**src/rtl/gpu_pkg.sv**
```systemverilog
// Shared types for the instruction fetch path: fetch FSM states and the
// {pc, instr} entry carried through the prefetch queue.
package gpu_pkg;

  localparam int unsigned PMEM_ADDR_BITS = 8;
  localparam int unsigned PMEM_DATA_BITS = 16;
  localparam int unsigned FETCH_QUEUE_DEPTH = 4;

  typedef enum logic [1:0] {
    IDLE  = 2'd0,
    FETCH = 2'd1,
    DRAIN = 2'd2
  } fetch_state_t;

  typedef struct packed {
    logic [PMEM_ADDR_BITS-1:0] pc;
    logic [PMEM_DATA_BITS-1:0] instr;
  } fetch_entry_t;

endpackage

```
**src/rtl/sync_fifo.sv**
```systemverilog
// Register-based synchronous FIFO with flush.
// Flush has priority over push/pop; push on full is accepted only together with a pop.
module sync_fifo #(
  parameter int unsigned WIDTH = 24,
  parameter int unsigned DEPTH = 4
) (
  input  logic             clk,
  input  logic             reset_n,
  input  logic             push_i,
  input  logic             pop_i,
  input  logic             flush_i,
  input  logic [WIDTH-1:0] wdata_i,
  output logic [WIDTH-1:0] rdata_o,
  output logic             full_o,
  output logic             empty_o,
  output logic [$clog2(DEPTH):0] count_o
);

  localparam int unsigned PW = $clog2(DEPTH);
  localparam int unsigned CW = PW + 1;

  logic [WIDTH-1:0] mem_q [DEPTH];
  logic [PW-1:0]    wr_ptr_q, wr_ptr_d;
  logic [PW-1:0]    rd_ptr_q, rd_ptr_d;
  logic [CW-1:0]    count_q,  count_d;
  logic             push_ok_s;
  logic             pop_ok_s;

  assign full_o    = (count_q == CW'(DEPTH));
  assign empty_o   = (count_q == '0);
  assign count_o   = count_q;
  assign rdata_o   = mem_q[rd_ptr_q];
  assign pop_ok_s  = pop_i & ~empty_o & ~flush_i;
  assign push_ok_s = push_i & (~full_o | pop_ok_s) & ~flush_i;

  // Pointer and occupancy next-state
  always_comb begin
    wr_ptr_d = wr_ptr_q;
    rd_ptr_d = rd_ptr_q;
    count_d  = count_q;
    if (flush_i) begin
      wr_ptr_d = '0;
      rd_ptr_d = '0;
      count_d  = '0;
    end else begin
      if (push_ok_s) begin
        wr_ptr_d = wr_ptr_q + PW'(1);
      end else begin
        wr_ptr_d = wr_ptr_q;
      end
      if (pop_ok_s) begin
        rd_ptr_d = rd_ptr_q + PW'(1);
      end else begin
        rd_ptr_d = rd_ptr_q;
      end
      count_d = count_q + CW'(push_ok_s) - CW'(pop_ok_s);
    end
  end

  // Pointer and occupancy registers
  always_ff @(posedge clk or negedge reset_n) begin
    if (!reset_n) begin
      wr_ptr_q <= '0;
      rd_ptr_q <= '0;
      count_q  <= '0;
    end else begin
      wr_ptr_q <= wr_ptr_d;
      rd_ptr_q <= rd_ptr_d;
      count_q  <= count_d;
    end
  end

  // Entry storage
  always_ff @(posedge clk or negedge reset_n) begin
    if (!reset_n) begin
      for (int i = 0; i < int'(DEPTH); i++) begin
        mem_q[i] <= '0;
      end
    end else if (push_ok_s) begin
      mem_q[wr_ptr_q] <= wdata_i;
    end
  end

endmodule

```
**src/rtl/instr_fetch_queue.sv**
```systemverilog
// Instruction fetch stage: owns the fetch PC and the IDLE/FETCH/DRAIN control,
// reading one instruction per cycle from program memory into a prefetch FIFO.
module instr_fetch_queue
  import gpu_pkg::*;
#(
  parameter int unsigned PROGRAM_MEM_ADDR_BITS = PMEM_ADDR_BITS,
  parameter int unsigned PROGRAM_MEM_DATA_BITS = PMEM_DATA_BITS,
  parameter int unsigned QUEUE_DEPTH           = FETCH_QUEUE_DEPTH
) (
  input  logic                             clk,
  input  logic                             reset_n,
  input  logic                             start,
  input  logic [PROGRAM_MEM_ADDR_BITS-1:0] start_pc,
  input  logic                             redirect,
  input  logic [PROGRAM_MEM_ADDR_BITS-1:0] redirect_pc,
  input  logic                             stop,
  output logic [PROGRAM_MEM_ADDR_BITS-1:0] pmem_addr,
  input  logic [PROGRAM_MEM_DATA_BITS-1:0] pmem_data,
  output logic                             instr_valid,
  input  logic                             instr_ready,
  output logic [PROGRAM_MEM_DATA_BITS-1:0] instr_data,
  output logic [PROGRAM_MEM_ADDR_BITS-1:0] instr_pc,
  output logic                             busy
);

  localparam int unsigned AB = PROGRAM_MEM_ADDR_BITS;
  localparam int unsigned CW = $clog2(QUEUE_DEPTH) + 1;

  fetch_state_t  state_q, state_d;
  logic [AB-1:0] fetch_pc_q, fetch_pc_d;
  logic          push_s;
  logic          pop_s;
  logic          flush_s;
  logic          full_s;
  logic          empty_s;
  logic [CW-1:0] count_s;
  logic          last_out_s;
  fetch_entry_t  wentry_s;
  fetch_entry_t  head_s;

  // A redirect discards the decoder handshake of the same cycle.
  assign flush_s    = (state_q == FETCH) & redirect;
  assign pop_s      = ~empty_s & instr_ready & ~flush_s;
  assign last_out_s = empty_s | ((count_s == CW'(1)) & pop_s);

  assign wentry_s.pc    = fetch_pc_q;
  assign wentry_s.instr = pmem_data;

  // FSM next-state, fetch PC advance and queue push decision
  always_comb begin
    state_d    = state_q;
    fetch_pc_d = fetch_pc_q;
    push_s     = 1'b0;
    case (state_q)
      IDLE: begin
        if (start) begin
          fetch_pc_d = start_pc;
          state_d    = FETCH;
        end else begin
          state_d = IDLE;
        end
      end
      FETCH: begin
        if (redirect) begin
          fetch_pc_d = redirect_pc;
        end else if (stop) begin
          state_d = last_out_s ? IDLE : DRAIN;
        end else if (~full_s | pop_s) begin
          push_s     = 1'b1;
          fetch_pc_d = fetch_pc_q + AB'(1);
        end else begin
          fetch_pc_d = fetch_pc_q;
        end
      end
      DRAIN: begin
        if (last_out_s) begin
          state_d = IDLE;
        end else begin
          state_d = DRAIN;
        end
      end
      default: begin
        state_d = IDLE;
      end
    endcase
  end

  // FSM state and fetch PC registers
  always_ff @(posedge clk or negedge reset_n) begin
    if (!reset_n) begin
      state_q    <= IDLE;
      fetch_pc_q <= '0;
    end else begin
      state_q    <= state_d;
      fetch_pc_q <= fetch_pc_d;
    end
  end

  sync_fifo #(
    .WIDTH ($bits(fetch_entry_t)),
    .DEPTH (QUEUE_DEPTH)
  ) u_queue (
    .clk     (clk),
    .reset_n (reset_n),
    .push_i  (push_s),
    .pop_i   (pop_s),
    .flush_i (flush_s),
    .wdata_i (wentry_s),
    .rdata_o (head_s),
    .full_o  (full_s),
    .empty_o (empty_s),
    .count_o (count_s)
  );

  assign pmem_addr   = fetch_pc_q;
  assign instr_valid = ~empty_s;
  assign instr_data  = head_s.instr;
  assign instr_pc    = head_s.pc;
  assign busy        = (state_q != IDLE);

endmodule

```
**config.mk**
```make
export PLATFORM = sky130hd
export DESIGN_NAME = instr_fetch_queue
export DESIGN_NICKNAME = d
export VERILOG_FILES = /design/src/rtl/gpu_pkg.sv /design/src/rtl/sync_fifo.sv /design/src/rtl/instr_fetch_queue.sv
export SDC_FILE = /design/constraint.sdc
export NUM_CORES = 1
export LEC_CHECK = 0
export ABC_CLOCK_PERIOD_IN_PS = 2850
export BUFFER_PORTS_ARGS = -buffer_cell sky130_fd_sc_hd__buf_2
export CAP_MARGIN = 10
export CORE_MARGIN = 8
export CORE_UTILIZATION = 40
export DETAILED_ROUTE_END_ITERATION = 12
export GPL_ROUTABILITY_DRIVEN = 1
export HOLD_SLACK_MARGIN = 0.05
export SKIP_CTS_REPAIR_TIMING = 1
export SLEW_MARGIN = 25
export SYNTH_ARGS = -nofsm -noshare
export SYNTH_HDL_FRONTEND = slang
export SYNTH_SLANG_ARGS = --single-unit
```
**constraint.sdc**
```tcl
create_clock -name clk -period 2.85 [get_ports clk]
set_input_delay 0.57 -clock clk [delete_from_list [all_inputs] [get_ports clk]]
set_output_delay 0.57 -clock clk [all_outputs]
set_load 0.05 [all_outputs]
```
* Yosys cells after proc, flatten, opt, wreduce, memory -nomap -nowiden
Cells that the tools add are included.
Word-level totals: logic and storage cells 76, input bits 38, register bits after elaboration 113, output and inout bits 34
Cells by class: multiplexer cells 25, reduce and logical (&&, ||, !) cells 9, order comparisons 3, equal/unequal tests 9, $add $sub $neg 5, bitwise gates (word level) 16
Operators by type and width (number):
- 96-bit bitwise mux | 1
- 24-bit 2-to-1 mux | 3
- 24-bit binary-select mux with 2-bit select | 1
- 24-bit demux with 2-bit select | 1
- 8-bit 2-to-1 mux | 4
- 8-bit case mux with 2 select lines | 1
- 2-bit 2-to-1 mux | 7
- 8-bit by 1-bit adder with 8-bit output (second input constant) | 1
- 1-bit AND | 8
- 2-bit nonzero test | 4
- 3-bit greater-or-equal comparator (second input constant) | 2
- 2-bit != test (second input constant) | 3
- 2-bit inverter with 3-bit output | 2
- 2-bit case mux with 3 select lines | 1
- 1-bit 2-to-1 mux | 5
- 2-bit by 1-bit adder with 2-bit output (second input constant) | 2
- 4-bit AND reduction | 1
- 3-bit by 1-bit adder with 3-bit output | 1
- 3-bit by 1-bit equality test with 1-bit output (second input constant) | 1
- 3-bit equality test (second input constant) | 1
- 3-bit logical NOT | 1
- 3-bit by 1-bit less-than comparator with 1-bit output (second input constant) | 1
- 3-bit 2-to-1 mux | 1
- 3-bit by 2-bit != test with 1-bit output (second input constant) | 1
- 9 further kinds | 13

* Depth between registers and ports, before layout
word-level depth 14, gate-level depth with buffers 13, depth with buffers taken out 12

* Cells and area by module
A second synthesis with hierarchy kept.
Second synthesis, totals: cells, all modules 371, area, all modules 5798.1 µm²
By module, submodules not included:
- sync_fifo | seq. area each 2577.5 µm², cells each 281, area an instance 5041.1 µm², instances 1
- instr_fetch_queue | seq. area each 250.2 µm², cells each 90, area an instance 757.0 µm², instances 1

* Worst setup path after synthesis
No wires, ideal clock.
kind reg-to-reg, start point reg u_queue.count_q[1], in the netlist u_queue.count_o[1], end point reg u_queue.count_q[2], in the netlist u_queue.count_o[2], setup slack 0.233 ns, buffers on the path 0, library setup time 0.130 ns, clock period less this slack 2.617 ns, cell stages (with the launch flop) 12, required time 2.720 ns, arrival 2.487 ns, cells stage by stage dfrtp_1 -> or3_2 -> nand2_1 -> nor2_1 -> ha_1 -> inv_1 -> ha_1 -> inv_1 -> fa_1 -> xor2_1 -> xnor2_1 -> nor2_1
On the way: longest elaborated chain between the ends 14, elaborated cells on any way between the ends 19, those cells by class 2 x add/sub; 1 x eq/ne; 5 x mux; 10 x bitwise; 1 x reduce/logical
RTL lines:
- from (decl) | RTL line sync_fifo.sv:25 | logic [CW-1:0] count_q, count_d;
- from (signal assigned) | RTL line sync_fifo.sv:69 | count_q <= count_d;
- 3-bit logical NOT * | RTL line sync_fifo.sv:30 | assign empty_o = (count_q == '0);
- 1-bit inverter *
- net instr_valid | RTL line instr_fetch_queue.sv:19 | output logic instr_valid,
- 1-bit AND (2 in series) | RTL line instr_fetch_queue.sv:43 | assign pop_s = ~empty_s & instr_ready & ~flush_s;
- 1-bit OR | RTL line instr_fetch_queue.sv:68 | end else if (~full_s | pop_s) begin
- 1-bit 2-to-1 mux | RTL line instr_fetch_queue.sv:68
- 1-bit 2-to-1 mux | RTL line instr_fetch_queue.sv:66 | end else if (stop) begin
- 1-bit 2-to-1 mux | RTL line instr_fetch_queue.sv:64 | if (redirect) begin
- 1-bit 2-to-1 mux | RTL line instr_fetch_queue.sv:54 | case (state_q)
- 1-bit AND (2 in series) | RTL line sync_fifo.sv:34 | assign push_ok_s = push_i & (~full_o | pop_ok_s) & ~flush_i;
- 3-bit by 1-bit adder with 3-bit output | RTL line sync_fifo.sv:56 | count_d = count_q + CW'(push_ok_s) - CW'(pop_ok_s);
- 3-bit by 1-bit subtractor with 3-bit output * | RTL line sync_fifo.sv:56
- 3-bit 2-to-1 mux * | RTL line sync_fifo.sv:41 | if (flush_i) begin
- net u_queue.count_d[2] | RTL line sync_fifo.sv:25
The timed path passes the listed nets; every way through them passes the cells marked *. A chain may end at the register's enable or synchronous reset.

* Final worst setup path
start point reg u_queue.count_q[1], in the netlist u_queue.count_o[1], end point reg u_queue.count_q[2], in the netlist u_queue.count_o[2]
On the way: longest elaborated chain between the ends 14, elaborated cells on any way between the ends 19, those cells by class 2 x add/sub; 1 x eq/ne; 5 x mux; 10 x bitwise; 1 x reduce/logical
RTL lines (RTL line):
- 3-bit logical NOT | sync_fifo.sv:30
- 1-bit inverter | sync_fifo.sv:33, instr_fetch_queue.sv:43
- 1-bit AND (2 in series) | instr_fetch_queue.sv:43
- 1-bit OR | instr_fetch_queue.sv:68
- 1-bit 2-to-1 mux | instr_fetch_queue.sv:68
- 1-bit 2-to-1 mux | instr_fetch_queue.sv:66
- 1-bit 2-to-1 mux | instr_fetch_queue.sv:64
- 1-bit 2-to-1 mux | instr_fetch_queue.sv:54
- 1-bit AND (2 in series) | sync_fifo.sv:34
- 3-bit by 1-bit adder with 3-bit output | sync_fifo.sv:56
- 3-bit by 1-bit subtractor with 3-bit output * | sync_fifo.sv:56
- 3-bit 2-to-1 mux * | sync_fifo.sv:41
- net u_queue.count_d[2] | sync_fifo.sv:25
Marked as above.

==> Implementation_results.wiki <==
{| class="wikitable"
! Metric !! Value
|-
| Run status || complete, no violations
|-
| DR DRC count || 0
|-
| Worst EP arrival || about 2.8 ns
|-
| Worst rel slew slack || between 60% and 70%
|-
| Fin Setup TNS || 0 ns
|-
| Residual overflow from global routing || 0
|-
| Router iterations before antenna repair || 4
|-
| Core Util, Final || slightly below 50%
|-
| Number of buffers on the longest clock path || 2
|-
| Number of I/O pins || 72
|-
| Placeable core area || roughly 14000 um^2
|-
| Final weighted congestion in routability-driven placement || ~0.8
|-
| Post-synthesis net count || about 420
|-
| Setup-failing EPs final || 0
|-
| Floorplan row count || between 40 and 50
|-
| Max-slew violation total from the final report || 0
|-
| Setup repair after global routing missed its margin || no
|-
| Layout overhead on the synthesized area || 20.2%
|-
| Fraction of synthesized cell area in xor and xnor cells || 0.775%
|-
| Mux contribution to synthesized area || approximately a third
|-
| Number of failing hold endpoints at the final stage || 0
|-
| Largest incremental delay on the critical path || 0.55 ns
|-
| Total Die Area || 18200 um^2
|-
| Layout cells sized above 1 || a little over half
|-
| Total length of routed wires || between 10000 and 15000 um
|-
| Number of global-route vias before repair || roughly 3700
|-
| Initial detailed-routing violation count || 108
|-
| Fraction of the mapped netlist area in simple logic gates || between 5 and 6%
|-
| Crit path max fanout || 5
|-
| Number of antenna violations at the first check in global routing || 0
|-
| Share of the clock period used by the worst path || about nine tenths
|-
| Post-synthesis instance total || 369
|-
| Latest clock arrival within the worst-skew pair || roughly 0.4 ns
|-
| Total number of H-tree levels || 4
|-
| Avg WL per Cell || approximately 19 um
|-
| Worst Clk Skew || roughly 0.0045 ns
|-
| Post-synth EDFFs || 0
|-
| Chain of cells forming the critical path || or3_2, nand2_1, nor2_1, ha_1, inv_1, ha_1, inv_1, fa_1, xor2_1, xnor2_1, nor2_1
|-
| Data required time at the worst endpoint || 3.14 ns
|-
| Crit-path leading delay family || simple AND/OR/NAND/NOR gates
|-
| Worst setup margin || ~0.31 ns
|-
| Worst slack at placement || ~0.3 ns
|-
| Ant. Diodes || 0
|-
| Sequential cell area fraction in the yosys report || 50.0%
|-
| Final net count || 497
|-
| Gr usage total || between 10 and 15%
|-
| Number of warnings reported in the yosys synthesis log || 0
|-
| IR drop worst, VDD || slightly above 0.6 mV
|-
| Number of vias after detailed routing || 3294
|-
| Fill cell instance count of the final layout || around 1200
|-
| Synth cell types || 45
|-
| Post-synthesis async set-or-reset flop share || between 90% and 100%
|-
| Capture instance of the worst register-to-register path || u_queue.count_o[2]
|-
| Avg Vias per Cell || around 5
|-
| R2r worst-path depth || 11
|-
| Maximum Capacitance Violations || 0
|-
| Inserted Clock Buffers || 17
|-
| Die Width || between 100 and 150 um
|-
| Fraction of the mapped netlist area in compound gates || 3.41%
|-
| Crit path max-delay cell type || or3_2
|-
| CTS tree || done
|-
| Static leakage || about 3.2 nW
|-
| Clock Tree Root || clkbuf_16
|-
| Final Total Pwr || slightly below 9 mW
|-
| Count of buffers from port buffering || 71
|-
| Remaining antenna violation count || 0
|-
| Syn_area_per_cell || 15.3 um^2
|-
| Actual transition at the worst max-transition pin || ~0.5 ns
|-
| Power per unit of standard cell area || 1270 nW/um^2
|-
| First-pass GRT wire length || 19800 um
|-
| Flip-flop and latch count after synthesis || approximately 110
|-
| Number of sinks driven by the clock tree || between 100 and 150
|-
| Crit path launch type || flip-flop
|-
| Hold WC Path Type || input port to asynchronous set/reset pin
|-
| Ys flop type || dfrtp_1
|-
| Summed instance area of the synthesized netlist || around 5700 um^2
|-
| Vertical die dimension || ~130 um
|-
| Endpoint kind of the worst setup timing path || flip-flop
|-
| Sum of buffers and inverters on the critical path || 2
|-
| Launch instance of the worst register-to-register path || u_queue.count_o[1]
|-
| Largest net degree at the start of global routing || 57
|-
| Time the final worst path needs with I/O delays and setup || 2.54 ns
|-
| Adder and majority cell fraction of the synthesized area || between 2 and 3%
|-
| Maximum operating frequency || slightly below 0.4 GHz
|-
| Hpwl dp || 7990 um
|-
| Clock slew at the register clock pins of the worst setup and hold paths || 0.05 ns
|-
| Initial Utilization || between 40% and 50%
|-
| Critical path start-end classification || flip-flop to flip-flop
|-
| Combinational family with the most area after synthesis || multiplexers
|-
| Register-to-register setup slack || 0.31 ns
|}
-- kinds of logic (layout without fill, tap and decap cells) --
family / Yosys count / count (layout)
simple gates: 51 / 51
mux: 123 / 123
fa+ha+maj: 11 / 11
compound gates: 30 / 30
flops: 113 / 113
buf+inv: 36 / 127
xor+xnor: 5 / 5
-- through the flow --
step | area (um^2) | hold slack (ns) | cells
global placement | 6180 | 0.483 | 609
CTS | 6800 | 0.140 | 640
floorplan | 5650 | 0.274 | 369
finish | 6800 | 0.131 | 640
global route | 6800 | 0.164 | 640
detailed placement | 6180 | 0.489 | 609
-- worst max path at each step --
stage | depth (start not counted) | to | from
2_1_floorplan | 11 | u_queue.count_o[2] | u_queue.count_o[1]
3_3_place_gp | 11 | u_queue.count_o[2] | u_queue.count_o[1]
3_5_place_dp | 11 | u_queue.count_o[2] | u_queue.count_o[1]
4_1_cts | 11 | u_queue.count_o[2] | u_queue.count_o[1]
5_1_grt | 11 | u_queue.count_o[2] | u_queue.count_o[1]
6_report | 11 | u_queue.count_o[2] | u_queue.count_o[1]
-- placed cells by master (no fill, tap or decap), types with 2 or more instances in the layout --
cell,instances
dfrtp_1,112
buf_2,70
mux2_4,60
mux2_2,36
mux4_2,24
clkbuf_16,17
o21ai_0,14
nand2_1,13
inv_1,11
nor2_1,10
ha_1,10
clkbuf_8,9
buf_4,9
buf_12,6
nand3_1,5
nor3_1,4
and2_1,3
xor2_1,3
and2_4,3
mux2i_1,3
a21oi_1,3
nand2b_1,2
xnor2_1,2
a221oi_1,2
o22ai_1,2
clkbuf_1,2
bufinv_16,2
-- state kept, by name, indices dropped and copies added (netlist names) --
register and count:
state_q 2, pmem_addr 8, u_queue.mem_q 96, u_queue.count_o 3
u_queue.wr_ptr_q 2, u_queue.rd_ptr_q 2
-- cell usage after synthesis (3+ instances only) --
cell	number	area, um^2
mux4_2	24	541
mux2i_1	3	30.0
buf_6	6	67.6
xor2_1	3	26.3
clkbuf_1	9	33.8
nand2_1	13	48.8
nand3_1	5	25.0
buf_2	4	20.0
ha_1	10	125
mux2_4	60	901
inv_1	11	41.3
dfrtp_1	113	2830
nor2_1	10	37.5
a21oi_1	3	15.0
o21ai_0	14	70.1
nor3_1	4	20.0
buf_12	6	120
and2_4	3	26.3
and2_1	3	18.8
mux2_2	36	405
-- metal layers --
layer  vias up  track usage, %  wire, um
met5         -               0         0
met4         0            5.05       135
met3        13            5.42       729
met2        86            21.1      5420
met1      1699            17.8      5560
li1       1496               -         -
-- where the power goes --
group / switching (mW) / internal (mW)
combinational: 2.12 / 1.59
clock: 0.685 / 1.49
sequential: 0.508 / 2.26
total: 3.31 / 5.34
-- area by class of cell --
class | count | area [um^2] | area share, %
well taps | 180 | 225 | 3.31
multi-input cells | 220 | 2540 | 37.4
repair buffers | 85 | 538 | 7.91
clock buffers | 28 | 557 | 8.19
inverters | 11 | 41.3 | 0.607
flip-flops and latches | 113 | 2830 | 41.6
clock inverters | 3 | 65.1 | 0.957
(Power assumes the default switching activity.)
